--- config.mk ---
export PLATFORM = sky130hd
export DESIGN_NAME = bsw_seq_feeder_flat
export DESIGN_NICKNAME = d
export VERILOG_FILES = /design/src/rtl/bsw_seq_feeder_if.sv /design/src/rtl/bsw_seq_feeder.sv /design/src/flat_wrapper.sv
export SDC_FILE = /design/constraint.sdc
export NUM_CORES = 1
export LEC_CHECK = 0
export CAP_MARGIN = 25
export CORE_AREA = 4 4 326 328
export DETAILED_ROUTE_END_ITERATION = 7
export DIE_AREA = 0 0 330 332
export DONT_BUFFER_PORTS = 1
export SLEW_MARGIN = 15
export SYNTH_ARGS = -nofsm -noshare
export SYNTH_HDL_FRONTEND = slang
export SYNTH_SLANG_ARGS = --single-unit
--- constraint.sdc ---
create_clock -name clk -period 4.3 [get_ports clk]
set_clock_uncertainty 0.05 [all_clocks]
set_input_delay 0.215 -clock clk [delete_from_list [all_inputs] [get_ports clk]]
set_output_delay 0.215 -clock clk [all_outputs]
set_load 0.01 [all_outputs]
--- src/rtl/bsw_seq_feeder_if.sv ---
// Feeder bus: packed word-pair upload side plus the base-pair stream and
// done/score handshake towards the BSW core.
interface bsw_seq_feeder_if #(
  parameter int MAX_W = 12
);
  logic             in_valid;
  logic             in_ready;
  logic [7:0]       in_s;
  logic [7:0]       in_t;
  logic             i_valid;
  logic [1:0]       data_s;
  logic [1:0]       data_t;
  logic             bsw_finish;
  logic [MAX_W-1:0] bsw_max;

  modport master (
    output in_valid, in_s, in_t, bsw_finish, bsw_max,
    input  in_ready, i_valid, data_s, data_t
  );

  modport slave (
    input  in_valid, in_s, in_t, bsw_finish, bsw_max,
    output in_ready, i_valid, data_s, data_t
  );
endinterface

--- src/rtl/bsw_seq_feeder.sv ---
// Buffers SEQ_LEN/4 packed S/T word pairs, then streams them one base pair per
// cycle into a BSW core and captures its score. FEEDER_PINGPONG_EN adds a second bank.
module bsw_seq_feeder #(
  parameter int SEQ_LEN = 256,
  parameter int MAX_W   = 12
) (
  input  logic             clk,
  input  logic             reset,
  bsw_seq_feeder_if.slave  bus,
  output logic             res_valid,
  output logic [MAX_W-1:0] res_max,
  output logic             busy
);
  localparam int WORDS  = SEQ_LEN / 4;
  localparam int WAW    = (WORDS > 1) ? $clog2(WORDS) : 1;
  localparam int BW     = $clog2(SEQ_LEN) + 1;
  localparam int STAGES = 2;
  localparam logic [BW-1:0]  LEN    = BW'(SEQ_LEN);
  localparam logic [WAW-1:0] LAST_W = WAW'(WORDS - 1);
`ifdef FEEDER_PINGPONG_EN
  localparam int NB = 2;
`else
  localparam int NB = 1;
`endif

  typedef enum logic [1:0] {IDLE, LOAD, STREAM, WAIT_DONE} state_t;

  state_t            state, nxt;
  logic [WAW-1:0]    wcnt;
  logic [BW-1:0]     bcnt;
  logic [STAGES:1]   vld_pipe;
  logic [1:0]        s1_s, s1_t;
  logic [7:0]        mem_s [NB][WORDS];
  logic [7:0]        mem_t [NB][WORDS];
  logic              wbank, rbank;
  logic              xfer, last_w, issue, pend_full, pend_part;
  logic [WAW-1:0]    rword;
  logic [1:0]        rsel;
  logic [7:0]        rd_s, rd_t;

  assign xfer   = bus.in_valid && bus.in_ready;
  assign last_w = (wcnt == LAST_W);
  assign issue  = (state == STREAM) && (bcnt < LEN);
  assign rword  = bcnt[WAW+1:2];
  assign rsel   = bcnt[1:0];
  assign rd_s   = mem_s[rbank][rword];
  assign rd_t   = mem_t[rbank][rword];
  assign busy   = (state != IDLE);
  assign bus.i_valid = vld_pipe[STAGES];

`ifdef FEEDER_PINGPONG_EN
  logic [1:0] full;

  // A bank is full from its last word until its job's finish; write and read
  // pointers each flip at those two events.
  always_ff @(posedge clk) begin
    if (reset) begin
      full  <= '0;
      wbank <= 1'b0;
      rbank <= 1'b0;
    end else begin
      if (xfer && last_w) begin
        full[wbank] <= 1'b1;
        wbank       <= ~wbank;
      end
      if (state == WAIT_DONE && bus.bsw_finish) begin
        full[rbank] <= 1'b0;
        rbank       <= ~rbank;
      end
    end
  end

  assign bus.in_ready = !reset && !full[wbank];
  assign pend_full    = full[~rbank] || (xfer && last_w);
  assign pend_part    = (wcnt != '0) || xfer;
`else
  assign wbank        = 1'b0;
  assign rbank        = 1'b0;
  assign bus.in_ready = !reset && (state == IDLE || state == LOAD);
  assign pend_full    = 1'b0;
  assign pend_part    = 1'b0;
`endif

  always_ff @(posedge clk) begin
    if (xfer) begin
      mem_s[wbank][wcnt] <= bus.in_s;
      mem_t[wbank][wcnt] <= bus.in_t;
    end
  end

  always_ff @(posedge clk) begin
    if (reset) state <= IDLE;
    else       state <= nxt;
  end

  // Leave STREAM only once the last base has reached the output register.
  always_comb begin
    nxt = state;
    case (state)
      IDLE:      if (xfer) nxt = last_w ? STREAM : LOAD;
      LOAD:      if (xfer && last_w) nxt = STREAM;
      STREAM:    if (bcnt == LEN && !vld_pipe[1]) nxt = WAIT_DONE;
      WAIT_DONE: if (bus.bsw_finish) nxt = pend_full ? STREAM : (pend_part ? LOAD : IDLE);
      default:   nxt = IDLE;
    endcase
  end

  always_ff @(posedge clk) begin
    if (reset) begin
      wcnt       <= '0;
      bcnt       <= '0;
      vld_pipe   <= '0;
      s1_s       <= '0;
      s1_t       <= '0;
      bus.data_s <= '0;
      bus.data_t <= '0;
      res_valid  <= 1'b0;
      res_max    <= '0;
    end else begin
      if (xfer) wcnt <= last_w ? '0 : wcnt + 1'b1;
      if (nxt == STREAM && state != STREAM) bcnt <= '0;
      else if (issue)                       bcnt <= bcnt + 1'b1;
      // Stage 1 picks the base out of the word, stage 2 drives the core.
      vld_pipe   <= {vld_pipe[STAGES-1:1], issue};
      s1_s       <= issue ? rd_s[{rsel, 1'b0} +: 2] : 2'b00;
      s1_t       <= issue ? rd_t[{rsel, 1'b0} +: 2] : 2'b00;
      bus.data_s <= vld_pipe[1] ? s1_s : 2'b00;
      bus.data_t <= vld_pipe[1] ? s1_t : 2'b00;
      res_valid  <= (state == WAIT_DONE) && bus.bsw_finish;
      if (state == WAIT_DONE && bus.bsw_finish) res_max <= bus.bsw_max;
    end
  end
endmodule

--- src/flat_wrapper.sv ---
// flat-port wrapper written by rule: the top's interface ports become plain ports
module bsw_seq_feeder_flat 
#(
  parameter int SEQ_LEN = 256,
  parameter int MAX_W   = 12
)
  (clk, reset, res_valid, res_max, busy, bus_in_valid, bus_in_s, bus_in_t, bus_bsw_finish, bus_bsw_max, bus_in_ready, bus_i_valid, bus_data_s, bus_data_t);
  bsw_seq_feeder_if #(.MAX_W(MAX_W)) bus_i ();
  input  logic clk;
  input  logic reset;
  output logic res_valid;
  output logic [MAX_W-1:0] res_max;
  output logic busy;
  input wire logic [$bits(bus_i.in_valid)-1:0] bus_in_valid;
  input wire logic [$bits(bus_i.in_s)-1:0] bus_in_s;
  input wire logic [$bits(bus_i.in_t)-1:0] bus_in_t;
  input wire logic [$bits(bus_i.bsw_finish)-1:0] bus_bsw_finish;
  input wire logic [$bits(bus_i.bsw_max)-1:0] bus_bsw_max;
  output wire logic [$bits(bus_i.in_ready)-1:0] bus_in_ready;
  output wire logic [$bits(bus_i.i_valid)-1:0] bus_i_valid;
  output wire logic [$bits(bus_i.data_s)-1:0] bus_data_s;
  output wire logic [$bits(bus_i.data_t)-1:0] bus_data_t;
  assign bus_i.in_valid = bus_in_valid;
  assign bus_i.in_s = bus_in_s;
  assign bus_i.in_t = bus_in_t;
  assign bus_i.bsw_finish = bus_bsw_finish;
  assign bus_i.bsw_max = bus_bsw_max;
  assign bus_in_ready = bus_i.in_ready;
  assign bus_i_valid = bus_i.i_valid;
  assign bus_data_s = bus_i.data_s;
  assign bus_data_t = bus_i.data_t;
  bsw_seq_feeder #(.SEQ_LEN(SEQ_LEN), .MAX_W(MAX_W)) u_core (.clk(clk), .reset(reset), .bus(bus_i), .res_valid(res_valid), .res_max(res_max), .busy(busy));
endmodule
# [Word-level counts from Yosys, hierarchy flattened]
# Memory sizes are Yosys's and may differ from the RTL's.
# Index checks and enable logic that the tools add are counted.
# W data, S select, Z words.
[op_classes] addsub=2 n_div=0 muxes=17 order_cmp=4 n_mul=0 n_eq_ne=7 n_shift=2 reduce_logical=16 bitwise=4
[op_table] operator="$mux W512" count=1
[op_table] operator="$bmux W8 S6" count=2
[op_table] operator="$demux W8 S6" count=1
[op_table] operator="$mux W8" count=5
[op_table] operator="$shiftx A8 B4 Y2" count=2
[op_table] operator="$ge A7 B7 Y1 const B" count=2
[op_table] operator="$not A6 Y7" count=2
[op_table] operator="$mux W2" count=5
[op_table] operator="$add A9 B1 Y9 const B" count=1
[op_table] operator="$eq A9 B9 Y1 const B" count=1
[op_table] operator="$lt A9 B9 Y1 const B" count=1
[op_table] operator="$logic_and A1 B1 Y1" count=8
[op_table] operator="$pmux W2 S4" count=1
[op_table] operator="$lt A7 B1 Y1 const B" count=1
[op_table] operator="$add A6 B1 Y6 const B" count=1
[op_table] operator="$eq A2 B2 Y1 const B" count=3
[op_table] operator="$eq A6 B6 Y1 const B" count=1
[op_table] operator="$mux W6" count=1
[op_table] operator="$reduce_or A2 Y1" count=3
[op_table] operator="$eq A2 B1 Y1 const B" count=1
[op_table] operator="$logic_not A1 Y1" count=2
[op_table] operator="$logic_not A2 Y1" count=1
[op_table] operator="$ne A2 B2 Y1 const B" count=1
[op_table] operator="$not A1 Y1" count=2
[op_table] operator="3 further kinds" count=3
[word_totals] word_cells=64 ff_bits=40 latchBits=0 n_memories=2 rom_bits=0 mem_bits_rw=1024
[memory_table] name="u_core.mem_s" words=1 word_bits=512 read_ports=1 rd_ports_with_merged_regs=0 write_ports=1 line="bsw_seq_feeder.sv:33" rtl="logic [7:0] mem_s [NB][WORDS];"
[memory_table] name="u_core.mem_t" words=1 word_bits=512 read_ports=1 rd_ports_with_merged_regs=0 write_ports=1 line="bsw_seq_feeder.sv:34" rtl="logic [7:0] mem_t [NB][WORDS];"

# [Longest topological paths before layout]
[depth] depth_word=10 mapped_depth=13

# [Worst setup path after synthesis]
# Ideal clock, no wire load.
[synth_path] path_type="register to register" startpoint="register u_core.state[1]" endpoint="memory u_core.mem_s[0][16] (netlist bit) (enable)" setup_time_ns=0.413 n_path_buf=1 setup_slack_ns=1.153 t_required_ns=3.837 period_less_slack_ns=3.147 path_stages_with_launch=6 arrival_ns=2.684 path_cell_list="dfxtp_1 > nor3b_1 > and2_0 > clkbuf_1 > nand4_1 > nor3b_1"
[synth_between] elab_chain_len=6
[synth_lines] element="from (decl)" line="bsw_seq_feeder.sv:28" rtl="state_t state, nxt;"
[synth_lines] element="from (signal assigned)" line="bsw_seq_feeder.sv:93" rtl="else state <= nxt;"
[synth_lines] element="$eq A2 B1 Y1 or $logic_not A2 Y1 (tied branches)" line="bsw_seq_feeder.sv:79" rtl="assign bus.in_ready = !reset && (state == IDLE || state == LOAD);"
[synth_lines] element="$logic_or A1 B1 Y1 (*)" line="bsw_seq_feeder.sv:79"
[synth_lines] element="$logic_and A1 B1 Y1 (*)" line="bsw_seq_feeder.sv:79"
[synth_lines] element="$logic_and A1 B1 Y1 (*)" line="bsw_seq_feeder.sv:41" rtl="assign xfer = bus.in_valid && bus.in_ready;"
[synth_lines] element="$mux W1 (*)" line="bsw_seq_feeder.sv:85" rtl="if (xfer) begin"
[synth_lines] element="$mux W512 (implied by the code) (*)" line="bsw_seq_feeder.sv:86" rtl="mem_s[wbank][wcnt] <= bus.in_s;"
[synth_lines] element="to (decl)" line="bsw_seq_feeder.sv:33"
# Every way passes the cells marked *; elsewhere a longest branch is shown, timed or not.

# [Worst setup path in the final report]
[layout_path] startpoint="register u_core.bcnt[3]" endpoint="register u_core.s1_s[0]"
[layout_between] elab_chain_len=5
[layout_lines] element="from (decl)" line="bsw_seq_feeder.sv:30" rtl="logic [BW-1:0] bcnt;"
[layout_lines] element="from (signal assigned)" line="bsw_seq_feeder.sv:122" rtl="else if (issue) bcnt <= bcnt + 1'b1;"
[layout_lines] element="$not A6 Y7 (implied by the code)" line="bsw_seq_feeder.sv:46" rtl="assign rd_s = mem_s[rbank][rword];"
[layout_lines] element="$bmux W8 S6" line="bsw_seq_feeder.sv:46"
[layout_lines] element="$mux W8 (implied by the code) (2 in series)" line="bsw_seq_feeder.sv:46"
[layout_lines] element="$shiftx A8 B4 Y2" line="bsw_seq_feeder.sv:125" rtl="s1_s <= issue ? rd_s[{rsel, 1'b0} +: 2] : 2'b00;"
[layout_lines] element="to (signal assigned)" line="bsw_seq_feeder.sv:125"
[layout_lines] element="to (decl)" line="bsw_seq_feeder.sv:32" rtl="logic [1:0] s1_s, s1_t;"
# Several ways; a longest one is shown, not always the timed one. The select of a mux whose other input is x is not followed.
# A chain may end at the register's enable or synchronous reset.

==> flow_metrics.tcl <==
set metrics [dict create \
    ff_latch_area_sq_um 31600 \
    place_congestion 0.907 \
    drt-wirelength-per-cell_um 29.8 \
    r2r_end "u_core.s1_s[0]" \
    htreeDepth 3 \
    cp_slowest_cell "dfxtp_4" \
    synth_compound_area_share_pct 3.72 \
    whs_endpoint "u_core.res_max[1]" \
    clk_latency_ns 0.68 \
    end_kind "flip-flop" \
    fin_nets 2213 \
    ys.flop_type "edfxtp_1" \
    cts_setup_buffers 0 \
    rrSetupSlack_ns 0.34 \
    syn-num-nets 2062 \
    root_buffer "clkbuf_16" \
    drive_gt1_share_pct 24.6 \
    startpoint_type "flip-flop" \
    synth-edff-count 1024 \
    hpwl_mm 63.9 \
    layout_min_cycle_time_ns 3.96 \
    yosysUniqueCellTypes 58 \
    dieArea_sq_um 110000 \
    firstDrtPassIters 6 \
    path_buf_inv 2 \
    tritoncts "built" \
    yosys.area_share.simple_pct 3.37 \
    crit_path_max_fanout 75 \
    yosysSeqAreaShare_pct 76.9 \
    hold_viol_final 0 \
    design_area_sq_um 47200 \
    drtIter0Drc 2855 \
    track_usage_pct 19.7 \
    synthArstFlopShare_pct 0 \
    worstPathArrival_ns 4.46 \
    cp.required_ns 4.80 \
    peakVddDrop_mv 0.322 \
    rows 118 \
    setup_tns_ns 0 \
    r2r_cells 8 \
    grt_pass1_wl_mm 156 \
    vias 21183 \
    finalCritPeriodShare_pct 92.2 \
    slew-limit-headroom_pct 34.5 \
    r2r_start "u_core.bcnt[3]" \
    avgSynthCellArea_sq_um 20.2 \
    synth-adder-area-share_pct 0.0915 \
    clk_pin_slew_ns 0.06 \
    postCtsHoldBufs 47 \
    drv_slew 0 \
    die_x_um 330 \
    p_per_area_nw_per_um2 438 \
    worst_pin_slew_ns 0.980 \
    fmax_mhz 252 \
    dpl_cell_area_sq_um 43100 \
    syn_area_sq_um 41000 \
    crit_family "compound AO/OA/AOI/OAI gates" \
    rsz0062_at_grt "false" \
    cap_violations 0 \
    synthXorXnorAreaFrac_pct 0.214 \
    ys_warn_count 0 \
    multi_input_area_sq_um 8820 \
    ant_nets 0 \
    ioPinCount 52 \
    clock_path_buffers 3 \
    nFillCells 8507 \
    min_path_type "in -> reg" \
    grt_max_degree 76 \
    setup_violations 0 \
    synth_cells 2027 \
    drt-total-wl_mm 109 \
    crit_type "reg -> reg" \
    cts_buffers 107 \
    portBuffers 0 \
    outcome "completed" \
    crit_chain "buf_12 > mux4_2 > nand3_1 > o311ai_0 > buf_4 > a2111oi_0 > a211o_1 > o31ai_1" \
    critPathMaxStageDelay_ns 0.89 \
    grt_pass1_vias 21074 \
    total_leakage_power_nw 14.3 \
    syn_to_final_growth_pct 15.2 \
    post_cts_resized 0 \
    antenna_found_initial 4 \
    synth.area.mux_share_pct 14.0 \
    viasPerCell 5.80 \
    drc 0 \
    hold_depth 3 \
    min_from "bus_bsw_finish" \
    grt.overflow.total 0 \
    synth_top_family_by_area "multiplexers" \
    die_height_um 332 \
    cp_num_cells 8 \
    cts_sinks 1064 \
    core_sq_um 103000 \
    initial_utilization_pct 39.7 \
    ys_ff_latch 1064 \
]
## stage by stage
stage	hold slack, ns	cells	setup WS (ns)	util [%]	power, W
finish	0.0687	3651	0.335	45.8	0.0207
detailed placement	0.239	3402	0.432	41.8	0.0117
floorplan	0.260	2027	1.15	-	0.0116
global placement	0.237	3401	0.537	41.7	0.0117
global route	0.0578	3649	0.200	45.8	0.0213
CTS	0.0173	3648	0.436	45.8	0.0208
## cells in the mapped netlist (21+ instances only)
cell type | n | area [sq um]
a22oi_1 | 53 | 398
dfxtp_1 | 40 | 801
nand3_1 | 28 | 140
o22ai_1 | 21 | 131
o21ai_0 | 25 | 125
clkbuf_1 | 42 | 158
nand2_1 | 63 | 236
a21oi_1 | 53 | 265
nor2_1 | 111 | 417
nor3_1 | 28 | 140
mux2i_1 | 51 | 510
mux4_2 | 218 | 4910
a211oi_1 | 21 | 158
mux2_2 | 27 | 304
edfxtp_1 | 1024 | 30700
buf_2 | 39 | 195
## worst reg2reg max path, cell delays in order, from the launching register on
cell	delay (ns)
dfxtp_4	0.89
buf_12	0.47
mux4_2	0.74
nand3_1	0.18
o311ai_0	0.20
buf_4	0.18
a2111oi_0	0.82
a211o_1	0.22
o31ai_1	0.07
## registers in the layout, indices dropped and copies added, names as in the netlist, 6 cells and up
register / cells
u_core.bcnt: 9
u_core.mem_s: 512
u_core.mem_t: 512
u_core.res_max: 12
u_core.wcnt: 6
## cells by family after synthesis
group / after synthesis
DFF: 1064
and+or+nand+nor: 299
muxes: 296
AOI/OAI and AO/OA: 228
buffers and inverters: 127
xor gates and xnor gates: 10
adders and majority gates: 3
## routing by layer
layer	part of all wire (%)	GRT usage, %	up-vias	wire length, um
met3	9.6	4.17	155	10500
met1	42	29.1	11209	45800
met5	0	0	-	0
li1	-	-	8698	-
met2	46	29.9	1121	49700
met4	2.6	5.40	0	2780
## where the power goes
part	switching (W)	internal [W]
Clock	0.00387	0.00511
Combinational	0.000241	0.0000823
Sequential	0.00000818	0.0114
Total	0.00411	0.0166
## cells in the final DEF (no fill, tap or decap), types with 8 or more instances in the layout
master            n
edfxtp_1       1024
mux4_2          218
clkbuf_16       109
buf_4           106
nor2_1           99
nand2_1          63
a21oi_1          53
a22oi_1          53
mux2i_1          51
dfxtp_1          36
dlygate4sd3_1    31
nand3_1          28
nor3_1           27
mux2_2           27
clkbuf_1         26
o21ai_0          25
clkinv_2         22
a211oi_1         21
o22ai_1          21
clkinv_1         20
buf_16           17
nor2b_1          12
nor2_2           11
a221oi_1          9
a31oi_1           9
inv_1             8
## how the worst max path moves through the flow
| stage | endpoint | slack (ns) | start |
|---|---|---|---|
| floorplan | u_core.mem_s[0][16] | 1.15 | u_core.state[1] |
| global placement | u_core.s1_t[0] | 0.54 | u_core.bcnt[2] |
| detailed placement | u_core.s1_s[0] | 0.43 | u_core.bcnt[3] |
| CTS | u_core.s1_s[0] | 0.44 | u_core.bcnt[3] |
| global route | u_core.s1_s[0] | 0.20 | u_core.bcnt[3] |
| finish | u_core.s1_s[0] | 0.34 | u_core.bcnt[3] |
## final cells by class
class	count	area share [%]
diodes	3	0.0159
repair buffers	161	3.63
clock buffers	137	6.04
clock inverters	62	1.09
multi-input cells	836	18.7
well taps	1380	3.66
flip-flops and latches	1064	66.8
inverters	8	0.0636
Note: power is estimated with default switching activity, not from simulation.
